--- config.mk ---
export PLATFORM = sky130hd
export DESIGN_NAME = relu_maxpool2x2
export DESIGN_NICKNAME = d
export VERILOG_FILES = /design/src/rtl/relu_maxpool2x2_pkg.sv /design/src/rtl/relu_maxpool2x2_lane.sv /design/src/rtl/relu_maxpool2x2.sv
export SDC_FILE = /design/constraint.sdc
export NUM_CORES = 2
export LEC_CHECK = 0
export CAP_MARGIN = 20
export CORE_UTILIZATION = 50
export CTS_BUF_LIST = sky130_fd_sc_hd__clkbuf_4
export DETAILED_ROUTE_END_ITERATION = 10
export PLACE_DENSITY = 0.67
export SYNTH_ARGS = -nofsm -noshare
export SYNTH_HDL_FRONTEND = slang
export SYNTH_SLANG_ARGS = --single-unit
--- constraint.sdc ---
create_clock -name iClk -period 34.4 [get_ports iClk]
set_input_delay 6.88 -clock iClk [delete_from_list [all_inputs] [get_ports iClk]]
set_output_delay 6.88 -clock iClk [all_outputs]
set_load 0.005 [all_outputs]
--- src/rtl/relu_maxpool2x2_pkg.sv ---
// Shared constants and the lane-control bundle for the ReLU + 2x2 max-pool stage.
// The top level may override the map geometry; these are the defaults.
package relu_maxpool2x2_pkg;

  localparam int ACCW   = 32;
  localparam int MAP_W  = 26;
  localparam int MAP_H  = 26;
  localparam int POOL_W = MAP_W / 2;
  localparam int POOL_H = MAP_H / 2;
  localparam int LB_AW  = $clog2(POOL_W);

  typedef struct packed {
    logic accept;
    logic col_odd;
    logic row_odd;
    logic pair_en;
  } lane_ctl_t;

  // Address width that never collapses to zero bits for tiny maps.
  function automatic int clog2_min1(input int n);
    return (n > 1) ? $clog2(n) : 1;
  endfunction

endpackage

--- src/rtl/relu_maxpool2x2_lane.sv ---
// One channel of the pooling datapath: ReLU, horizontal pair hold, half-width
// line buffer for the even row, vertical max and the registered result.
module relu_pool_lane
  import relu_maxpool2x2_pkg::*;
#(
  parameter int ACCW   = 32,
  parameter int POOL_W = 13,
  parameter int LB_AW  = 4
) (
  input  logic             clk,
  input  logic             rst,
  input  logic             accept,
  input  logic             col_odd,
  input  logic             row_odd,
  input  logic             pair_en,
  input  logic [LB_AW-1:0] addr,
  input  logic [ACCW-1:0]  din,
  output logic [ACCW-1:0]  dout
);

  function automatic logic [ACCW-1:0] smax(input logic [ACCW-1:0] a,
                                           input logic [ACCW-1:0] b);
    return ($signed(a) >= $signed(b)) ? a : b;
  endfunction

  logic [ACCW-1:0] hold_r;
  logic [ACCW-1:0] out_r;
  logic [ACCW-1:0] lbuf_r [POOL_W];
  logic [ACCW-1:0] relu_s;
  logic [ACCW-1:0] pair_s;
  logic [ACCW-1:0] vmax_s;
  logic            take_s;
  logic            lb_wr_s;
  logic            res_wr_s;

  // ReLU, pair max, vertical max and write strobes.
  always_comb begin
    relu_s   = {ACCW{1'b0}};
    if (din[ACCW-1]) begin
      relu_s = {ACCW{1'b0}};
    end else begin
      relu_s = din;
    end
    pair_s   = smax(hold_r, relu_s);
    vmax_s   = smax(lbuf_r[addr], pair_s);
    take_s   = accept & pair_en;
    lb_wr_s  = take_s & col_odd & ~row_odd;
    res_wr_s = take_s & col_odd & row_odd;
  end

  // Hold register for the even column and the registered pooled result.
  always_ff @(posedge clk) begin
    if (rst) begin
      hold_r <= {ACCW{1'b0}};
      out_r  <= {ACCW{1'b0}};
    end else begin
      if (take_s && !col_odd) begin
        hold_r <= relu_s;
      end else begin
        hold_r <= hold_r;
      end
      if (res_wr_s) begin
        out_r <= vmax_s;
      end else begin
        out_r <= out_r;
      end
    end
  end

  // Line buffer carries no reset: every slot is written on the even row first.
  always_ff @(posedge clk) begin
    if (lb_wr_s) begin
      lbuf_r[addr] <= pair_s;
    end else begin
      lbuf_r[addr] <= lbuf_r[addr];
    end
  end

  assign dout = out_r;

endmodule

--- src/rtl/relu_maxpool2x2.sv ---
// Streaming ReLU followed by 2x2/stride-2 max pooling on four conv channels.
// Owns the map position counters, beat acceptance and the output strobes.
module relu_maxpool2x2
  import relu_maxpool2x2_pkg::*;
#(
  parameter int ACCW  = relu_maxpool2x2_pkg::ACCW,
  parameter int MAP_W = relu_maxpool2x2_pkg::MAP_W,
  parameter int MAP_H = relu_maxpool2x2_pkg::MAP_H
) (
  input  logic            iClk,
  input  logic            iRst,
  input  logic [3:0]      iValid,
  input  logic [ACCW-1:0] iData0,
  input  logic [ACCW-1:0] iData1,
  input  logic [ACCW-1:0] iData2,
  input  logic [ACCW-1:0] iData3,
  output logic            oValid,
  output logic [ACCW-1:0] oData0,
  output logic [ACCW-1:0] oData1,
  output logic [ACCW-1:0] oData2,
  output logic [ACCW-1:0] oData3,
  output logic            oMapDone,
  output logic            oErr
);

  localparam int PW  = MAP_W / 2;
  localparam int LBW = clog2_min1(PW);
  localparam int CW  = clog2_min1(MAP_W);
  localparam int RW  = clog2_min1(MAP_H);
  // With an odd map height the map ends on the ignored last row, so the done
  // pulse follows the final beat instead of the last pooled output.
  localparam int DONE_COL = (MAP_H % 2 == 1) ? (MAP_W - 1) : (2 * PW - 1);

  localparam logic [CW-1:0] COL_LAST   = CW'(MAP_W - 1);
  localparam logic [RW-1:0] ROW_LAST   = RW'(MAP_H - 1);
  localparam logic [CW-1:0] DONE_COL_C = CW'(DONE_COL);

  logic [CW-1:0]   col_r;
  logic [RW-1:0]   row_r;
  logic            valid_r;
  logic            done_r;
  logic            err_r;
  logic            accept_s;
  logic            partial_s;
  logic            col_wrap_s;
  logic            row_wrap_s;
  logic            col_pair_s;
  logic            row_pair_s;
  logic            out_fire_s;
  logic            done_fire_s;
  logic [LBW-1:0]  addr_s;
  lane_ctl_t       ctl_s;
  logic [ACCW-1:0] din_s  [4];
  logic [ACCW-1:0] dout_s [4];

  // Beat qualification and the control bundle broadcast to all lanes.
  always_comb begin
    accept_s   = (iValid == 4'hF);
    partial_s  = (iValid != 4'h0) && (iValid != 4'hF);
    col_wrap_s = (col_r == COL_LAST);
    row_wrap_s = (row_r == ROW_LAST);
    col_pair_s = 1'b1;
    if ((MAP_W % 2) == 1) begin
      col_pair_s = ~col_wrap_s;
    end else begin
      col_pair_s = 1'b1;
    end
    row_pair_s = 1'b1;
    if ((MAP_H % 2) == 1) begin
      row_pair_s = ~row_wrap_s;
    end else begin
      row_pair_s = 1'b1;
    end
    addr_s        = LBW'(col_r >> 1);
    ctl_s.accept  = accept_s;
    ctl_s.col_odd = col_r[0];
    ctl_s.row_odd = row_r[0];
    ctl_s.pair_en = col_pair_s & row_pair_s;
    out_fire_s    = accept_s & col_r[0] & row_r[0] & col_pair_s & row_pair_s;
    done_fire_s   = accept_s & (col_r == DONE_COL_C) & row_wrap_s;
  end

  // Map position counters advance only on accepted beats.
  always_ff @(posedge iClk) begin
    if (iRst) begin
      col_r <= {CW{1'b0}};
      row_r <= {RW{1'b0}};
    end else if (accept_s) begin
      if (col_wrap_s) begin
        col_r <= {CW{1'b0}};
        if (row_wrap_s) begin
          row_r <= {RW{1'b0}};
        end else begin
          row_r <= row_r + RW'(1);
        end
      end else begin
        col_r <= col_r + CW'(1);
        row_r <= row_r;
      end
    end else begin
      col_r <= col_r;
      row_r <= row_r;
    end
  end

  // Output strobes and the sticky partial-valid flag.
  always_ff @(posedge iClk) begin
    if (iRst) begin
      valid_r <= 1'b0;
      done_r  <= 1'b0;
      err_r   <= 1'b0;
    end else begin
      valid_r <= out_fire_s;
      done_r  <= done_fire_s;
      err_r   <= err_r | partial_s;
    end
  end

  assign din_s[0] = iData0;
  assign din_s[1] = iData1;
  assign din_s[2] = iData2;
  assign din_s[3] = iData3;

  for (genvar ch = 0; ch < 4; ch++) begin : g_lane
    relu_pool_lane #(
      .ACCW   (ACCW),
      .POOL_W (PW),
      .LB_AW  (LBW)
    ) u_lane (
      .clk     (iClk),
      .rst     (iRst),
      .accept  (ctl_s.accept),
      .col_odd (ctl_s.col_odd),
      .row_odd (ctl_s.row_odd),
      .pair_en (ctl_s.pair_en),
      .addr    (addr_s),
      .din     (din_s[ch]),
      .dout    (dout_s[ch])
    );
  end

  assign oValid   = valid_r;
  assign oMapDone = done_r;
  assign oErr     = err_r;
  assign oData0   = dout_s[0];
  assign oData1   = dout_s[1];
  assign oData2   = dout_s[2];
  assign oData3   = dout_s[3];

endmodule

==> results list <==
- Run status: finished clean
- Total global-route track usage: 0.2442
* Fraction of synthesized area in multiplexers: 0.1541
- The tree built by TritonCTS fans out to between 1500 and 2000 sinks.
* WL met2: roughly 95000 um
- Fill cells in the final layout number approximately 12000.
- Worst skew pair latency: approximately 1.4 ns
- The number of antenna violations at the first check in global routing was 6.
- Min Clock Period, post-route: between 10 and 15 ns
- The internal power of the cells totals ~4 mW.
- In this run the tightest slew margin relative to its limit is 0.2449.
- For this run, asynchronously set or reset flops after synthesis account for 0.
* Rows: around 150
* Number of nets in the finished design: a little under 6000
- Net switching share of the total power: 0.2523
- The compound-gate portion of the synthesized area came to 0.05767.
* Remaining antenna violation count after routing: 0
* Post-synth top area cell: sky130_fd_sc_hd__edfxtp_1
- The wire-length estimate of the detail-placed layout is 111300 um.
- Fmax achieved: ~80 MHz
- After detailed routing, the wire length on met1 is roughly 85000 um.
* Routed len/inst: 24.72 um
- Number of CTS-inserted buffers: 492
- Global-route wire length before repair: just under 300000 um
- Worst min-delay path class: flip-flop to flip-flop
- Die X: between 400 and 500 um
- Cell Pwr Density: 57.21 nW/um2
- Leakage Power: around 31 nW
- Of the total power, the clock network draws 0.352.
- Max VDD drop: between 30 and 40 uV
- At the end of routability-driven placement, the weighted congestion stood at about 0.84.
* First-pass detailed-route iteration total: 5
* Crit Path Category: primary input to flip-flop
* Post-Syn Area: between 80000 and 90000 um2
* Total global routing overflow: 0
* Post_cts resized: 0
- Average size of a mapped cell: roughly 17 um2
- Of the total synthesized cell area, the portion taken by full adders, half adders and majority gates is 0.03876.
- Combinational share of power: 0.126
* Top flip-flop cell by instance count after synthesis: sky130_fd_sc_hd__edfxtp_1
- After routing the design area is 93060 um2.
* Final setup fails: 0
* Max-cap check violation count: 0
- The number of global-route vias before repair is approximately 48000.
- Yosys mapped the design onto between 50 and 60 distinct sky130hd cell types.
* Accumulated negative setup slack: 0 ns
- In this run the worst path has a maximum fanout of 33.
- Data on the critical path is required at its endpoint by 35.57 ns.
- Count of buffers inserted at the top-level ports: 264
- In the final layout, the share of cells above drive strength 1 is 0.2425.
* TritonCTS clock tree: yes
- Synthesis warning total: 0
- For this block, the routed nets add up to between 150000 and 200000 um of wire.
- Detailed routing inserted a total of roughly 47000 vias.
- DRC Markers: 0
* Combinational family with the most area after synthesis: multiplexers
* Yosys top cell area share: 0.6143
* Core outline area: between 150000 and 200000 um2
* Max Transition Viols Final: 0
- The H-tree was split into 5 levels.
- Number of buffers inserted to repair setup after CTS: 0
- For the pin with the worst max-slew slack, the measured transition is roughly 1.1 ns.
- Measured along the y axis, the die boundary spans 405.3 um.
* Root buffer cell: sky130_fd_sc_hd__clkbuf_4
* Final clock skew: between 0.1 and 0.15 ns
* RSZ-0062 raised after global routing: no
- Biggest area contributors in the synthesized netlist: sky130_fd_sc_hd__edfxtp_1, sky130_fd_sc_hd__mux4_2, sky130_fd_sc_hd__dfxtp_1
- Dividing the detail-routed via count by the number of cells gives ~5.8.
- Area after detailed placement: between 80000 and 90000 um2
- CP arrival: approximately 14 ns
- Top cells by instance count after synthesis: sky130_fd_sc_hd__edfxtp_1, sky130_fd_sc_hd__mux4_2, sky130_fd_sc_hd__nand2_1, sky130_fd_sc_hd__dfxtp_1, sky130_fd_sc_hd__ha_1
- Total nets after synthesis: ~5300
- Drt first-iter violations: approximately 4200
- Of the total synthesized cell area, the portion taken by AND, OR, NAND and NOR gates is 0.04433.
- Synthesis-stage register bit count: 1933
- The number of hold violations in the final report came to 0.
- From synthesis to final layout, the design area changed by 14.41%.
- Of the synthesized area, sequential elements account for 0.6805.
- Initial standard-cell utilization of the core: 0.5054
- The die covers around 160000 um2.
- Synthesis handed over a netlist of 4868 instances.
* Maximum buffer depth of the clock tree: 4
- Share of the clock period used by the worst path: 0.3706
- The worst setup path is captured at a flip-flop.
- The detailed router used layers up to and including met5.
- After detailed routing, the met3 layer carries approximately 15000 um of wire.
* I/O pin count: 265
* Post-synthesis share of cell area spent on xor and xnor gates: 0.0007538
- Clock edge transition at the registers on the reported setup and hold paths: around 0.06 ns
- STA classifies the critical path startpoint as a primary input.
* Switching Power: between 1 and 1.5 mW
- Number of enable flip-flop cells after synthesis: about 1700
- Of the total power, registers draw 0.522.
* Core utilization of the finished layout: 0.5782
- In the post-synthesis netlist, the cell with the most instances is sky130_fd_sc_hd__edfxtp_1.
- Hold buffer count at CTS: 0
- Maximum number of pins on one net before global-route repair: ~170
==> registers in the layout, indices dropped and copies added (netlist names), named ones only <==
name                  cells
g_lane.u_lane.dout      128
oValid                    1
oMapDone                  1
g_lane.u_lane.lbuf_r   1664
g_lane.u_lane.hold_r    124
col_r                     5
row_r                     5
oErr                      1
==> worst paths after layout <==
path | from | to | slack (ns) | cells past startpoint
max | iData3[31] | g_lane[3].u_lane.dout[26]$_SDFFE_PP0P_ | 21.65 | 20
min | g_lane[1].u_lane.dout[31]$_SDFFE_PP0P_ | g_lane[1].u_lane.dout[31]$_SDFFE_PP0P_ | 0.46 | 1
max reg2reg | flip-flop | g_lane[3].u_lane.dout[26]$_SDFFE_PP0P_ | 27.28 | 15
min reg2reg | g_lane[1].u_lane.dout[31]$_SDFFE_PP0P_ | g_lane[1].u_lane.dout[31]$_SDFFE_PP0P_ | 0.46 | 1
==> cell type report <==
| cell class | count | area (um2) | area share |
|---|---|---|---|
| multi-input cells | 2464 | 24190 | 0.2600 |
| inverters | 189 | 711.9 | 0.007650 |
| diodes | 5 | 12.51 | 0.0001345 |
| repair buffers | 446 | 4049 | 0.04351 |
| clock buffers | 707 | 5308 | 0.05704 |
| well taps | 2160 | 2703 | 0.02904 |
| clock inverters | 153 | 711.9 | 0.007650 |
| flip-flops and latches | 1933 | 55370 | 0.5950 |
==> metal layers <==
layer  global-route usage  up-vias
li1                     -    20920
met1               0.3442    23960
met2               0.3856     1869
met3              0.05136      245
met4              0.06925        2
met5                    0        -
==> stage by stage <==
step	total power [mW]	hold WS (ns)	instances	setup WS [ns]
5_1_grt	5.564	0.4892	8055	21.24
4_1_cts	5.357	0.4635	7994	21.87
2_1_floorplan	3.254	0.4468	4868	20.80
3_3_place_gp	3.458	0.4411	7117	20.15
6_report	5.324	0.4580	8057	21.65
3_5_place_dp	3.483	0.4427	7134	20.38
==> critical path, stage by stage <==
cell	delay, ns
sky130_fd_sc_hd__clkdlybuf4s50_1	0.72
sky130_fd_sc_hd__buf_8	0.31
sky130_fd_sc_hd__nor2b_1	0.21
sky130_fd_sc_hd__ha_1	0.26
sky130_fd_sc_hd__nand2b_1	0.14
sky130_fd_sc_hd__a2111o_1	0.41
sky130_fd_sc_hd__a311oi_1	0.26
sky130_fd_sc_hd__o211ai_1	0.19
sky130_fd_sc_hd__a21oi_4	0.62
sky130_fd_sc_hd__buf_4	0.42
sky130_fd_sc_hd__mux2i_1	0.43
sky130_fd_sc_hd__ha_1	0.19
sky130_fd_sc_hd__o21ai_0	0.10
sky130_fd_sc_hd__nor4_1	0.29
sky130_fd_sc_hd__nand4_1	0.17
sky130_fd_sc_hd__or4_1	0.41
sky130_fd_sc_hd__nor2_1	0.10
sky130_fd_sc_hd__o221a_2	0.65
sky130_fd_sc_hd__nand2b_1	0.91
sky130_fd_sc_hd__o21ai_0	0.20
==> cell families (layout without fill, tap and decap cells) <==
kind of cell / Yosys count / after routing
flip-flops: 1933 / 1933
AND/OR/NAND/NOR: 774 / 774
AO/OA/AOI/OAI: 748 / 748
multiplexers: 683 / 683
buffers and inverters: 471 / 1495
adder cells (fa/ha/maj): 252 / 252
XOR/XNOR: 7 / 7
other: 0 / 5
==> power groups by stage <==
stage	Clock (mW)	Combinational [mW]	Sequential, mW
2_1_floorplan	0	0.423	2.83
3_3_place_gp	0	0.624	2.83
3_5_place_dp	0	0.647	2.84
4_1_cts	1.92	0.650	2.79
5_1_grt	2.04	0.743	2.79
6_report	1.87	0.670	2.78
==> placed cells by master, fill, tap and decap left out, types with 48 or more instances in the layout <==
master,count
sky130_fd_sc_hd__o21ai_0,217
sky130_fd_sc_hd__a32oi_1,92
sky130_fd_sc_hd__buf_2,48
sky130_fd_sc_hd__mux4_2,453
sky130_fd_sc_hd__clkdlybuf4s50_1,263
sky130_fd_sc_hd__a211oi_1,48
sky130_fd_sc_hd__mux2i_1,204
sky130_fd_sc_hd__clkinv_1,122
sky130_fd_sc_hd__buf_4,101
sky130_fd_sc_hd__ha_1,252
sky130_fd_sc_hd__nor2b_1,165
sky130_fd_sc_hd__edfxtp_1,1664
sky130_fd_sc_hd__nand2_1,448
sky130_fd_sc_hd__dfxtp_1,265
sky130_fd_sc_hd__inv_1,188
sky130_fd_sc_hd__a21oi_1,227
sky130_fd_sc_hd__clkbuf_4,719
No activity file was read; power rests on OpenSTA's default activity.
